[src/rtl/console_arbiter_if.sv]
// console_arbiter_if: groups the requester handshakes, divisor-change handshake,
// the simpleuart register-write bus and the arbiter status outputs.
// Ports: slave = arbiter side (takes offers, drives uart writes);
//        master = requester/uart side (makes offers, sees uart writes).
interface console_arbiter_if;
  // requester 0 (CPU) byte offer
  logic        req0_valid;
  logic [7:0]  req0_data;
  logic        req0_ready;
  // requester 1 (trace) byte offer
  logic        req1_valid;
  logic [7:0]  req1_data;
  logic        req1_ready;
  // runtime divisor change
  logic        cfg_div_we;
  logic [31:0] cfg_div_di;
  logic        cfg_div_ready;
  // simpleuart register writes
  logic [3:0]  uart_div_we;
  logic [31:0] uart_div_di;
  logic        uart_dat_we;
  logic [31:0] uart_dat_di;
  logic        uart_dat_wait;
  // status
  logic        busy;
  logic        last_grant;

  modport slave (
    input  req0_valid, req0_data,
    output req0_ready,
    input  req1_valid, req1_data,
    output req1_ready,
    input  cfg_div_we, cfg_div_di,
    output cfg_div_ready,
    output uart_div_we, uart_div_di,
    output uart_dat_we, uart_dat_di,
    input  uart_dat_wait,
    output busy, last_grant
  );

  modport master (
    output req0_valid, req0_data,
    input  req0_ready,
    output req1_valid, req1_data,
    input  req1_ready,
    output cfg_div_we, cfg_div_di,
    input  cfg_div_ready,
    input  uart_div_we, uart_div_di,
    input  uart_dat_we, uart_dat_di,
    output uart_dat_wait,
    input  busy, last_grant
  );
endinterface

[src/rtl/console_arbiter.sv]
// console_arbiter: shares one simpleuart between a CPU and a trace byte source,
// and sequences divisor writes (one after reset, then on runtime request).
// Latency: offer accepted in IDLE -> uart write starts next cycle; a byte every 2 cycles at best.
// Backpressure: readies only in IDLE; uart_dat_wait stretches WRITE indefinitely, nothing is queued.
// Ports:
//   clk, resetn  - clock (rising edge) and synchronous active-low reset
//   bus (slave)  - req0/req1 byte offers, cfg divisor offer, simpleuart div/dat
//                  write ports with dat_wait stall, busy and last_grant status
module console_arbiter #(
  parameter logic [31:0] DIV_RESET = 32'd53333
) (
  input logic              clk,
  input logic              resetn,
  console_arbiter_if.slave bus
);

  typedef enum logic [1:0] {
    INIT  = 2'd0,
    IDLE  = 2'd1,
    DIV   = 2'd2,
    WRITE = 2'd3
  } state_t;

  state_t      state;
  state_t      state_nxt;
  logic        last_grant_q;
  logic [31:0] div_q;
  logic [31:0] dat_q;

  logic        grant_cfg;
  logic        grant0;
  logic        grant1;
  logic [3:0]  div_we;
  logic [31:0] div_di;
  logic        dat_we;

  // State register plus the values captured on a handshake.
  always_ff @(posedge clk) begin
    if (!resetn) begin
      state        <= INIT;
      last_grant_q <= 1'b1;   // so requester 0 wins the first contested round
      div_q        <= 32'd0;
      dat_q        <= 32'd0;
    end else begin
      state <= state_nxt;
      if (grant_cfg) begin
        div_q <= bus.cfg_div_di;
      end
      if (grant0) begin
        dat_q        <= {24'd0, bus.req0_data};
        last_grant_q <= 1'b0;
      end else if (grant1) begin
        dat_q        <= {24'd0, bus.req1_data};
        last_grant_q <= 1'b1;
      end
    end
  end

  // Next state, grants and uart write strobes.
  always_comb begin
    state_nxt = state;
    grant_cfg = 1'b0;
    grant0    = 1'b0;
    grant1    = 1'b0;
    div_we    = 4'b0000;
    div_di    = 32'd0;
    dat_we    = 1'b0;

    case (state)
      INIT: begin
        // Held quiet while resetn is still low, so a long reset yields a
        // single divisor pulse in the first cycle after release.
        if (resetn) begin
          div_we = 4'b1111;
          div_di = DIV_RESET;
        end
        state_nxt = IDLE;
      end

      IDLE: begin
        // Divisor change outranks both byte sources; between the bytes the
        // source that was not served last wins a tie.
        if (bus.cfg_div_we) begin
          grant_cfg = 1'b1;
          state_nxt = DIV;
        end else if (bus.req0_valid && (!bus.req1_valid || last_grant_q)) begin
          grant0    = 1'b1;
          state_nxt = WRITE;
        end else if (bus.req1_valid) begin
          grant1    = 1'b1;
          state_nxt = WRITE;
        end
      end

      DIV: begin
        div_we    = 4'b1111;
        div_di    = div_q;
        state_nxt = IDLE;
      end

      WRITE: begin
        dat_we = 1'b1;
        if (!bus.uart_dat_wait) begin
          state_nxt = IDLE;
        end
      end

      default: begin
        state_nxt = INIT;
      end
    endcase
  end

  assign bus.cfg_div_ready = grant_cfg;
  assign bus.req0_ready    = grant0;
  assign bus.req1_ready    = grant1;
  assign bus.uart_div_we   = div_we;
  assign bus.uart_div_di   = div_di;
  assign bus.uart_dat_we   = dat_we;
  assign bus.uart_dat_di   = dat_q;
  assign bus.busy          = (state != IDLE);
  assign bus.last_grant    = last_grant_q;

endmodule

[src/flat_wrapper.sv]
// flat-port wrapper written by rule: the top's interface ports become plain ports
module console_arbiter_flat 
#(
  parameter logic [31:0] DIV_RESET = 32'd53333
)
  (clk, resetn, bus_req0_valid, bus_req0_data, bus_req0_ready, bus_req1_valid, bus_req1_data, bus_req1_ready, bus_cfg_div_we, bus_cfg_div_di, bus_cfg_div_ready, bus_uart_div_we, bus_uart_div_di, bus_uart_dat_we, bus_uart_dat_di, bus_uart_dat_wait, bus_busy, bus_last_grant);
  console_arbiter_if bus_i ();
  input logic clk;
  input logic resetn;
  input wire logic [$bits(bus_i.req0_valid)-1:0] bus_req0_valid;
  input wire logic [$bits(bus_i.req0_data)-1:0] bus_req0_data;
  output wire logic [$bits(bus_i.req0_ready)-1:0] bus_req0_ready;
  input wire logic [$bits(bus_i.req1_valid)-1:0] bus_req1_valid;
  input wire logic [$bits(bus_i.req1_data)-1:0] bus_req1_data;
  output wire logic [$bits(bus_i.req1_ready)-1:0] bus_req1_ready;
  input wire logic [$bits(bus_i.cfg_div_we)-1:0] bus_cfg_div_we;
  input wire logic [$bits(bus_i.cfg_div_di)-1:0] bus_cfg_div_di;
  output wire logic [$bits(bus_i.cfg_div_ready)-1:0] bus_cfg_div_ready;
  output wire logic [$bits(bus_i.uart_div_we)-1:0] bus_uart_div_we;
  output wire logic [$bits(bus_i.uart_div_di)-1:0] bus_uart_div_di;
  output wire logic [$bits(bus_i.uart_dat_we)-1:0] bus_uart_dat_we;
  output wire logic [$bits(bus_i.uart_dat_di)-1:0] bus_uart_dat_di;
  input wire logic [$bits(bus_i.uart_dat_wait)-1:0] bus_uart_dat_wait;
  output wire logic [$bits(bus_i.busy)-1:0] bus_busy;
  output wire logic [$bits(bus_i.last_grant)-1:0] bus_last_grant;
  assign bus_i.req0_valid = bus_req0_valid;
  assign bus_i.req0_data = bus_req0_data;
  assign bus_req0_ready = bus_i.req0_ready;
  assign bus_i.req1_valid = bus_req1_valid;
  assign bus_i.req1_data = bus_req1_data;
  assign bus_req1_ready = bus_i.req1_ready;
  assign bus_i.cfg_div_we = bus_cfg_div_we;
  assign bus_i.cfg_div_di = bus_cfg_div_di;
  assign bus_cfg_div_ready = bus_i.cfg_div_ready;
  assign bus_uart_div_we = bus_i.uart_div_we;
  assign bus_uart_div_di = bus_i.uart_div_di;
  assign bus_uart_dat_we = bus_i.uart_dat_we;
  assign bus_uart_dat_di = bus_i.uart_dat_di;
  assign bus_i.uart_dat_wait = bus_uart_dat_wait;
  assign bus_busy = bus_i.busy;
  assign bus_last_grant = bus_i.last_grant;
  console_arbiter #(.DIV_RESET(DIV_RESET)) u_core (.clk(clk), .resetn(resetn), .bus(bus_i));
endmodule
[config.mk]
export PLATFORM = sky130hd
export DESIGN_NAME = console_arbiter_flat
export DESIGN_NICKNAME = d
export VERILOG_FILES = /design/src/rtl/console_arbiter_if.sv /design/src/rtl/console_arbiter.sv /design/src/flat_wrapper.sv
export SDC_FILE = /design/constraint.sdc
export NUM_CORES = 1
export LEC_CHECK = 0
export ABC_AREA = 0
export BUFFER_PORTS_ARGS = -buffer_cell sky130_fd_sc_hd__buf_2
export CORE_MARGIN = 5
export CORE_UTILIZATION = 45
export CTS_BUF_LIST = sky130_fd_sc_hd__clkbuf_2
export DETAILED_ROUTE_END_ITERATION = 7
export PLACE_DENSITY = 0.89
export SLEW_MARGIN = 20
export SYNTH_ARGS = -nofsm -noshare
export SYNTH_HDL_FRONTEND = slang
export SYNTH_SLANG_ARGS = --single-unit
[constraint.sdc]
create_clock -name clk -period 1.62 [get_ports clk]
set_input_delay 0.324 -clock clk [delete_from_list [all_inputs] [get_ports clk]]
set_output_delay 0.324 -clock clk [all_outputs]
set_load 0.01 [all_outputs]
==> results.ini <==
[cells_and_area]
antenna_cells=0
finalNetCount=442
layout_cells_sized_above_1=0.406
utilization=0.643
area_growth_syn_to_layout_pct=38.4
fin_area_sq_um=3060

[hold_path]
hold_path.class=input pin to flip-flop
worst_hold_path.num_cells=3
timing.hold.worst.start=bus_cfg_div_di[24]
min_delay_worst_endpoint=u_core.div_q[24]

[detailed_routing]
starting_drt_drc_count=61
drt_wl_total_microns=6000
drc=0
routed-via-count=2140
antenna_left=0
first_pass_iters=4
vias_per_cell=4.69
avgRoutedWirePerCell_microns=13.2

[logic_synthesis]
async_reset_ff_frac=0
yosysMostFrequentCell=nand2_1
synth_xor_area_frac=0
primary_flip_flop_cell_chosen_by_synthesis_mapping=dfxtp_1
most_used_standard_cells_in_the_synthesized_netlist=nand2_1 (66), dfxtp_1 (43), buf_4 (28)
mux_contribution_to_synthesized_area=0.00453
area_fraction_of_the_dominant_cell_type_after_synthesis=0.390
yosys_cell_types=27
ys_top_cells_by_area=dfxtp_1 (39%), nand2_1 (11%), buf_4 (9.5%)
synth-edff-count=0
synth-seq-area-share=0.390
synthCells=277
syn-cell-area_sq_um=2210
dominant_combinational_cell_family_by_area_after_synthesis=simple AND/OR/NAND/NOR gates
synth.ff_latch_count=43
synth_top_cell_by_area=dfxtp_1
synthesis.area_per_instance_sq_um=7.98
ys_warn_count=0
synth-simple-area-share=0.255
synth_compound_area_frac=0.196
synth_adder_area_share=0

[floorplanning]
fp.dieArea_sq_um=6410
core_region_area_sq_um=4750
top_level_ports=128
rows=25
die_h_microns=80.1
die_width_microns=80.1
initial_utilization=0.465

[timing]
fin_crit_ns=1.77
final_min_period_over_clock_period=1.10
clock_skew_ns=0.00983
final-setup-viol-count=40
grt_setup_unrepaired=yes
drv_slew=0
fin_worst_hold_slack_ns=0.131
finalHoldViolCount=0
totalNegativeSetupSlack_ns=-4.56
timing.fmax_ghz=0.564
post-route-worst-setup-slack_ns=-0.154

[critical_path]
cp_slowest_cell=dfxtp_4
r2r-end=u_core.div_q[7]
r2r-start=u_core.state[0]
critPathRequiredTime_ns=1.30
path_delay_family=flip-flops
critPathMaxStageDelay_ns=0.43
crit_chain=nor2b_4 -> buf_4 -> and2_1 -> buf_2
worst_ep_arrival_time_ns=1.45
worstSetupPathType=flip-flop to primary output
critPathBufInv=2
reg2reg_depth=6
reg2reg_slack_ns=0.08
crit_path_max_fanout=6
crit_path_end_kind=primary output
worst_setup_path_start_kind=flip-flop

[power]
power_per_cell_area_nw_per_um2=676
cellLeakagePower_uw=0.00147
power_frac_clock=0.219
power.sequential.fraction=0.549
worst_ir_drop_vdd_v=0.000524
pwr-share-comb=0.231
net-switching-power_uw=608
p_int_uw=1460
power_switching_share=0.294

[cts]
cts.htree.levels=2
cts_inserted_buffers=5
cts.sinks=43
clk_root_buffer_cell=clkbuf_2
worstSkewPairLatency_ns=0.40
tritoncts_clock_tree=built
cts_max_path_buffers=2
clock_pin_transition_on_the_worst_setup_and_hold_timing_paths_ns=0.21

[run_status]
failing_checks=setup timing
run_status=finished, violations left

[place]
globalplace.congestion=0.814
placement.cell_area_sq_um=2720
numPortBuffers=103
place.detailed.hpwl_microns=4140

[global_routing]
gr-total-overflow=0
grt_use_total=0.180
largest_net_degree_at_the_start_of_global_routing=39
first_global_vias=1995
global_route_wire_length_before_repair_microns=9220
antenna_violations_before_repair=0

[run]
drv.max_cap_violation_count=0

power by group through the flow:
stage          Clock, uW  Combinational, uW  Sequential, uW
2_1_floorplan          0                268            1150
6_report             453                478            1140
3_3_place_gp           0                374            1150
5_1_grt              520                525            1140
4_1_cts              473                424            1130
3_5_place_dp           0                384            1160
per-stage QoR:
stage               total power (uW)  setup WS (ns)  instances
floorplan                       1420         0.0647        300
global placement                1530          0.138        437
detailed placement              1540         0.0734        437
CTS                             2030         -0.192        451
global route                    2190         -0.304        456
finish                          2070         -0.154        456
worst max path at each step:
| stage | to | startpoint | cells after the start |
|---|---|---|---|
| floorplan | bus_uart_div_we[1] | u_core.state[1] | 4 |
| global placement | bus_uart_div_di[10] | u_core.state[1] | 4 |
| detailed placement | u_core.bus.uart_dat_di[4] | bus_cfg_div_we | 4 |
| CTS | bus_uart_div_di[16] | u_core.state[1] | 4 |
| global route | bus_uart_div_di[16] | u_core.state[1] | 4 |
| finish | bus_uart_div_di[8] | u_core.state[1] | 4 |
metal layers:
metal	global-route usage	vias up	share of wire	routed length (microns)
li1	-	1073	-	-
met1	0.202	979	0.39	2350
met2	0.319	79	0.51	3040
met3	0.0561	9	0.088	527
met4	0.0625	0	0.014	87
met5	0	-	0	0
area by class of cell:
| class | instances | area, sq um |
|---|---|---|
| clock inverter | 1 | 5.00 |
| inverter | 17 | 68.8 |
| fill | 431 | 1700 |
| sequential | 43 | 868 |
| tap | 67 | 83.8 |
| multi-input combinational | 196 | 1170 |
| clock buffer | 7 | 35.0 |
| timing repair buffer | 125 | 828 |
state kept, by name, indices dropped and copies added, names as in the netlist:
register / count
u_core.bus.last_grant: 1
u_core.div_q: 32
u_core.state: 2
u_core.bus.uart_dat_di: 8
worst reg2reg max path, cell delays in order (launching register included):
cell and delay [ns]:
dfxtp_4 0.41, buf_4 0.14, buf_6 0.12, nand3b_1 0.16, buf_4 0.36, nand2_1 0.10, a21boi_0 0.19
cell families after synthesis:
kind of cell,count (synthesis)
buf+inv,61
flops,43
compound gates,60
mux,1
simple gates,111
other cells,1
layout by cell type (no fill, tap or decap), types with 13 or more instances in the layout:
| cell | Yosys | layout |
|---|---|---|
| buf_2 | 3 | 89 |
| nand2_1 | 66 | 66 |
| dfxtp_1 | 43 | 41 |
| conb_1 | 1 | 24 |
| and2_1 | 27 | 19 |
| a21boi_1 | 13 | 18 |
| buf_6 | 0 | 18 |
| inv_1 | 16 | 15 |
| buf_4 | 28 | 14 |
| a21boi_0 | 19 | 13 |
repair_timing:
item	CTS	global route
pin swaps	5	5
setup endpoints to repair	41	42
hold buffers	0	0
hold endpoints to repair	0	0
resized for setup	24	34
gates cloned	2	0
buffers inserted	4	5
(Power assumes the default switching activity.)
